<file path="src/rtl/gerador_janela_3x3.sv">
// gerador_janela_3x3: raster-order 3x3 window generator built from two line buffers and a 3x3 shift window.
// Define SOF_SYNC_EN to add the sof input, which restarts framing at the pixel it accompanies.
module gerador_janela_3x3 #(
  parameter int DATA_W = 8,
  parameter int IMG_W  = 16,
  parameter int IMG_H  = 16
) (
  input  logic              clk,
  input  logic              rst_n,
  input  logic              ena,
  input  logic              pix_valid,
  input  logic [DATA_W-1:0] pix_in,
`ifdef SOF_SYNC_EN
  input  logic              sof,
`endif
  output logic              pix_ready,
  output logic              out_valid,
  output logic [DATA_W-1:0] n1_n,
  output logic [DATA_W-1:0] n2_n,
  output logic [DATA_W-1:0] n3_n,
  output logic [DATA_W-1:0] n4_n,
  output logic [DATA_W-1:0] n5_n,
  output logic [DATA_W-1:0] n6_n,
  output logic [DATA_W-1:0] n7_n,
  output logic [DATA_W-1:0] n8_n,
  output logic [DATA_W-1:0] n9_n,
  output logic              frame_done
);
  localparam int CW = $clog2(IMG_W);
  localparam int RW = $clog2(IMG_H);
  localparam logic [0:0] FILL   = 1'b0;
  localparam logic [0:0] STREAM = 1'b1;
  localparam logic [CW-1:0] COL_LAST = CW'(IMG_W - 1);
  localparam logic [RW-1:0] ROW_LAST = RW'(IMG_H - 1);
  logic [CW-1:0] col, ccol, ncol;
  logic [RW-1:0] row, crow, nrow;
  logic [0:0] state;
  logic acc, sof_hit, col_last, row_last;
  logic [DATA_W-1:0] lb0 [IMG_W];
  logic [DATA_W-1:0] lb1 [IMG_W];
  logic [DATA_W-1:0] w [3][3];
  assign pix_ready = ena;
  assign acc = ena & pix_valid;
`ifdef SOF_SYNC_EN
  assign sof_hit = acc & sof;
`else
  assign sof_hit = 1'b0;
`endif
  // a sof pixel is placed at (0,0) regardless of where the counters stood
  assign ccol = sof_hit ? '0 : col;
  assign crow = sof_hit ? '0 : row;
  assign col_last = ccol == COL_LAST;
  assign row_last = crow == ROW_LAST;
  assign ncol = col_last ? '0 : ccol + CW'(1);
  assign nrow = col_last ? (row_last ? '0 : crow + RW'(1)) : crow;
  always_ff @(posedge clk or negedge rst_n) begin
    if (!rst_n) begin
      col <= '0;
      row <= '0;
      state <= FILL;
      out_valid <= 1'b0;
      frame_done <= 1'b0;
      for (int i = 0; i < 3; i++)
        for (int j = 0; j < 3; j++) w[i][j] <= '0;
    end else begin
      out_valid <= acc & ~sof_hit & (state == STREAM) & (col >= CW'(2));
      frame_done <= acc & col_last & row_last;
      if (acc) begin
        col <= ncol;
        row <= nrow;
        state <= (nrow >= RW'(2)) ? STREAM : FILL;
        for (int i = 0; i < 3; i++) begin
          w[i][0] <= w[i][1];
          w[i][1] <= w[i][2];
        end
        w[0][2] <= lb1[ccol];
        w[1][2] <= lb0[ccol];
        w[2][2] <= pix_in;
      end
    end
  end
  // line buffers are never exposed before being rewritten, so they carry no reset
  always_ff @(posedge clk) begin
    if (acc) begin
      lb1[ccol] <= lb0[ccol];
      lb0[ccol] <= pix_in;
    end
  end
  assign n1_n = w[0][0];
  assign n2_n = w[0][1];
  assign n3_n = w[0][2];
  assign n4_n = w[1][0];
  assign n5_n = w[1][1];
  assign n6_n = w[1][2];
  assign n7_n = w[2][0];
  assign n8_n = w[2][1];
  assign n9_n = w[2][2];
endmodule
</file>
<file path="config.mk">
export PLATFORM = sky130hd
export DESIGN_NAME = gerador_janela_3x3
export DESIGN_NICKNAME = d
export VERILOG_FILES = /design/src/rtl/gerador_janela_3x3.sv
export SDC_FILE = /design/constraint.sdc
export NUM_CORES = 1
export LEC_CHECK = 0
export CAP_MARGIN = 15
export CORE_MARGIN = 4
export CORE_UTILIZATION = 24
export DETAILED_ROUTE_END_ITERATION = 10
export GPL_ROUTABILITY_DRIVEN = 0
export SLEW_MARGIN = 15
export SYNTH_ARGS = -nofsm -noshare
export SYNTH_HDL_FRONTEND = slang
export SYNTH_SLANG_ARGS = --single-unit
</file>
<file path="constraint.sdc">
create_clock -name clk -period 3.1 [get_ports clk]
set_input_delay 0.62 -clock clk [delete_from_list [all_inputs] [get_ports clk]]
set_output_delay 0.62 -clock clk [all_outputs]
set_load 0.01 [all_outputs]
</file>
Word level (Yosys, flattened, before mapping)
Memory sizes are Yosys's and may differ from the RTL's. A register that Yosys moved wholly into a read port is not among the register bits.
Index checks and enable logic that the tools add are counted.

word-level totals
  register bits after elaboration = 75
  output and inout port bits = 75
  bits in read-only memories = 0
  input port bits = 12
  logic and storage cells = 33
  bits in latches = 0
  bits in writable memories = 256
  memories kept = 2

cells by class
  divide/modulo/power cells = 0
  muxes and demuxes = 6
  multiply operators = 0
  magnitude comparators = 2
  bitwise operators = 5
  equal/unequal tests = 2
  shift operators = 0
  $add $sub $neg = 2
  reduce and logical (&&, ||, !) cells = 1

memories
  memory  words  bits a word  rd ports  clocked after Yosys merged registers in  wr ports  RTL line  text
  lb0     16     8            1         0                                        1         39        logic [DATA_W-1:0] lb0 [IMG_W];
  lb1     16     8            1         1                                        1         40        logic [DATA_W-1:0] lb1 [IMG_W];

operator list
  kind                 count
  $mux 4               3
  $add 4x1->4 const B  2
  $eq 4x4->1 const B   2
  $ge 4x2->1 const B   2
  $and 1x1->1          5
  $mux 1               3
  $logic_not 1->1      1

Logic depth before layout (Yosys ltp)
  depth in word-level cells = 5
  depth in mapped cells = 7
  depth with buffers taken out = 5

Worst setup path before layout
No wires, ideal clock.

  kind = in2reg
  start = input ena
  end = memory lb0[7][0], enable pin
  stages on the path = 5
  required time = 2712 ps
  path slack = 531 ps
  arrival = 2181 ps
  setup time = 388 ps
  buffers on the path = 2
  path through = and2_1 buf_2 buf_1 nand2_1 nor2_1

between the ends
  word-level cells in the longest chain between the ends = 3

RTL lines
  element                       RTL line  text
  from (decl)                   10        input logic ena,
  $and 1x1->1                   43        assign acc = ena & pix_valid;
  $mux 1                        84        if (acc) begin
  $mux 1 (not written as such)  86        lb0[ccol] <= pix_in;
  to (decl)                     39

Every way passes these cells.

Worst setup path in the final report
  start = input ena
  end = output pix_ready

RTL lines
  element    RTL line  text
  to (decl)  16        output logic pix_ready,

No word-level cell between the ends.

==> reports/results.tsv <==
stage	metric	value	unit
yosys	main combinational cell family by area after synthesis	multiplexers	
yosys	Post-Synth XOR/XNOR Area	0.134	%
layout	Final #Nets	940	
global_routing	grt ovf	0	
global_routing	met1 usage	14.0	%
setup_path	slowest stage delay, CP	0.55	ns
floorplan	die height	242	um
timing	final setup fails	0	
setup_path	flop2flop setup slack	0.86	ns
route	Initial DRT Pass Iterations	5	
power_and_ir_drop	maximum VDD drop	376	uV
setup_path	Crit path required time	2.48	ns
floorplan	Cell Rows	85	
timing	final hold vios	0	
timing	Worst Setup Slack, final	0.792	ns
yosys	post-synth top area share	58.7	%
yosys	Syn Std Cell Area	0.0131	mm2
layout	Area growth, synth to finish	23.6	%
layout	layout cells sized above 1	17.5	%
setup_path	most used cell along the critical path	clkdlybuf4s50_1	
timing	slew margin rel.	49.4	%
route	total number of vias	7168	
route	DRT antenna net count	0	
setup_path	WP buf/inv	2	
timing	Max Freq	433	MHz
setup_path	WP data arrival	1.69	ns
floorplan	initial core utilization	24.3	%
timing	Fin Clk Skew	0.0149	ns
placement	worst slack, placed	0.573	ns
yosys	count leader, synth	edfxtp_1	
yosys	Syn Inst Count	801	
route	# DRC	0	
yosys	top post-synthesis cells by area	edfxtp_1 59%, dfrtp_1 16%, mux4_2 8.4%	
setup_path	FF-to-FF Start	ccol[2]	
yosys	EDFF count, synth	256	
clocking	CTS H-Tree Depth	2	
clocking	worst skew pair latency	0.51	ns
clocking	setup bufs post-CTS	0	
yosys	syn_area_per_cell	16.4	um2
setup_path	Cell Chain, Critical Path	clkdlybuf4s50_1 -> clkdlybuf4s50_1	
yosys	register area share after synthesis	74.5	%
route	DRT Wirelength	30000	um
placement	Post-DP HPWL	18500	um
floorplan	die span in x	242	um
clocking	CTS Buf Count	36	
route	wire per inst	18.2	um
timing	Final min period	2.31	ns
floorplan	Die ar.	0.0584	mm2
yosys	Synth Area in Adders	0.478	%
min_path	Hold Crit Class	input port to async pin	
yosys	Synth area leader	edfxtp_1	
setup_path	CP startpoint kind	input port	
global_routing	vias in the first global route	7244	
yosys	yosys warns	0	
clocking	clock sink count	339	
yosys	#FFs+latches synth	339	
yosys	Synth async-reset ratio	24.5	%
yosys	synth cell count leaders	256 x edfxtp_1, 198 x nand2_1, 83 x dfrtp_1	
yosys	Post-Syn Nets	818	
global_routing	largest net degree at the start of global routing	84	
power_and_ir_drop	Internal Pwr Total	10.1	mW
flow_run	Max-Cap Viols	0	
setup_path	biggest fanout along the worst timing path	3	
setup_path	WS Path Type	input port to output port	
power_and_ir_drop	sequential share of power	43.0	%
route	Vias/cell	4.35	
yosys	multiplexer area fraction after synthesis	11.3	%
global_routing	initial antenna violation count	0	
yosys	post-synthesis simple-gate area fraction	7.98	%
yosys	ys flop type	edfxtp_1	
floorplan	I/O pin cnt	87	
clocking	Clock Tree Buf Depth	3	
setup_path	Max stage delay cell, worst path	clkdlybuf4s50_1	
power_and_ir_drop	combinational power share	26.4	%
setup_path	Critical Path Sink Type	output port	
run_status	outcome	completed	
clocking	CTS tree	built	
clocking	Root Driver	clkbuf_16	
global_routing	Overall Global Routing Usage	10.1	%
power_and_ir_drop	pwr dens	876	mW/mm2
placement	number of buffers added on ports	86	
timing	Slew Viols, Final	0	
setup_path	Worst Setup SP	ena	
floorplan	core area	0.0539	mm2
timing	Slew @ Worst Pin	0.757	ns
global_routing	first-pass GRT wire length	46500	um
global_routing	met2 GRT Util	16.2	%
layout	Filler cells	5198	
power_and_ir_drop	Clk pwr share	30.6	%
global_routing	GRT Max-Usage Layer	met2	
power_and_ir_drop	switching fraction of total power	28.9	%
clocking	CTS Hold Bufs	0	
yosys	Compound-Gate Fraction of Synth Area	3.61	%
timing	final worst path period share	74.5	%
timing	RSZ-0062 raised after global routing	no	
timing	Post-Route Setup TNS	0	ns
yosys	Distinct cells, synth	51	
clocking	post_cts resized	0	
global_routing	met3 GRT Util	2.32	%
setup_path	Largest delay share family, worst path	buffers and inverters	
route	DRT iter0 DRCs	646	
power_and_ir_drop	Leakage	5.75	nW
power_and_ir_drop	Psw	4.10	mW
clocking	clock-pin transition on the worst setup and hold timing paths	0.06	ns
-- power groups by stage --
stage	clock [mW]	combinational, mW	sequential (mW)
2_1_floorplan	0	2.08	6.23
3_3_place_gp	0	3.76	6.18
3_5_place_dp	0	3.78	6.19
4_1_cts	4.45	3.79	6.10
5_1_grt	4.66	4.04	6.16
6_report	4.34	3.74	6.09
-- worst reg2reg max path, stage by stage (launching register included) --
cell,delay [ns]
dfrtp_2,0.37
buf_12,0.29
mux4_2,0.68
o22ai_1,0.21
a31oi_1,0.07
buf_4,0.22
mux2_4,0.27
-- cell usage in the layout (no fill, tap or decap), drive strengths merged, types with 5 or more instances in the layout --
cell	instances
mux2i	18
mux4	49
buf	44
clkdlybuf4s50	85
bufinv	5
nand2	198
nor3	8
nor2	30
edfxtp	256
clkbuf	41
dfrtp	83
mux2	15
nor2b	5
a2111oi	5
a21oi	8
a31oi	15
o22ai	8
a22oi	6
clkinv	16
ha	5
-- area by class of cell --
| class | instances | area (um2) | share of cell area (%) |
|---|---|---|---|
| diodes | 1 | 2.50 | 0.0155 |
| flip-flops and latches | 339 | 9770 | 60.4 |
| clock buffers | 41 | 961 | 5.94 |
| inverters | 2 | 7.51 | 0.0464 |
| clock inverters | 24 | 245 | 1.52 |
| multi-input cells | 415 | 3080 | 19.1 |
| well taps | 696 | 871 | 5.38 |
| repair buffers | 129 | 1240 | 7.68 |
-- flip-flops by register name, summed over array words and instances (netlist names), 4 cells and up --
signal and cells:
n1_n 8, n2_n 8, ccol 4, n4_n 8
lb0 128, n6_n 8, n9_n 8, n7_n 8
n5_n 8, n8_n 8, crow 4, n3_n 8
lb1 128
-- logic make-up (layout without fill, tap and decap cells) --
kind of cell | after synthesis | after routing
adder cells (fa/ha/maj) | 5 | 5
XOR/XNOR | 2 | 2
other | 0 | 1
multiplexers | 82 | 82
AND/OR/NAND/NOR | 260 | 260
AO/OA/AOI/OAI | 66 | 66
buffers and inverters | 47 | 196
flip-flops | 339 | 339
-- worst paths after layout --
kind | endpoint | cells after the start
max | pix_ready | 2
min | n7_n[7] | 2
max reg2reg | n6_n[0] | 6
min reg2reg | n7_n[7] | 2
max in group asynchronous | n9_n[1] | 2
min in group clk | n7_n[7] | 2
-- metrics by stage --
step | area, um2 | hold WS (ns) | util [%] | instances | power, mW
final | 16200 | 0.0816 | 30.0 | 1647 | 14.2
after global routing | 16200 | 0.139 | 30.0 | 1646 | 14.9
after CTS | 16200 | 0.131 | 30.0 | 1646 | 14.3
after detailed placement | 15000 | 0.461 | 27.8 | 1581 | 9.97
after global placement | 15000 | 0.457 | 27.8 | 1581 | 9.94
after floorplan | 13100 | 0.324 | - | 801 | 8.31
-- routing by layer --
layer	up-vias	routed length, um
met3	36	1780
met1	3662	13500
met2	216	14200
met5	-	0
li1	3254	-
met4	0	516
(Power assumes the default switching activity.)
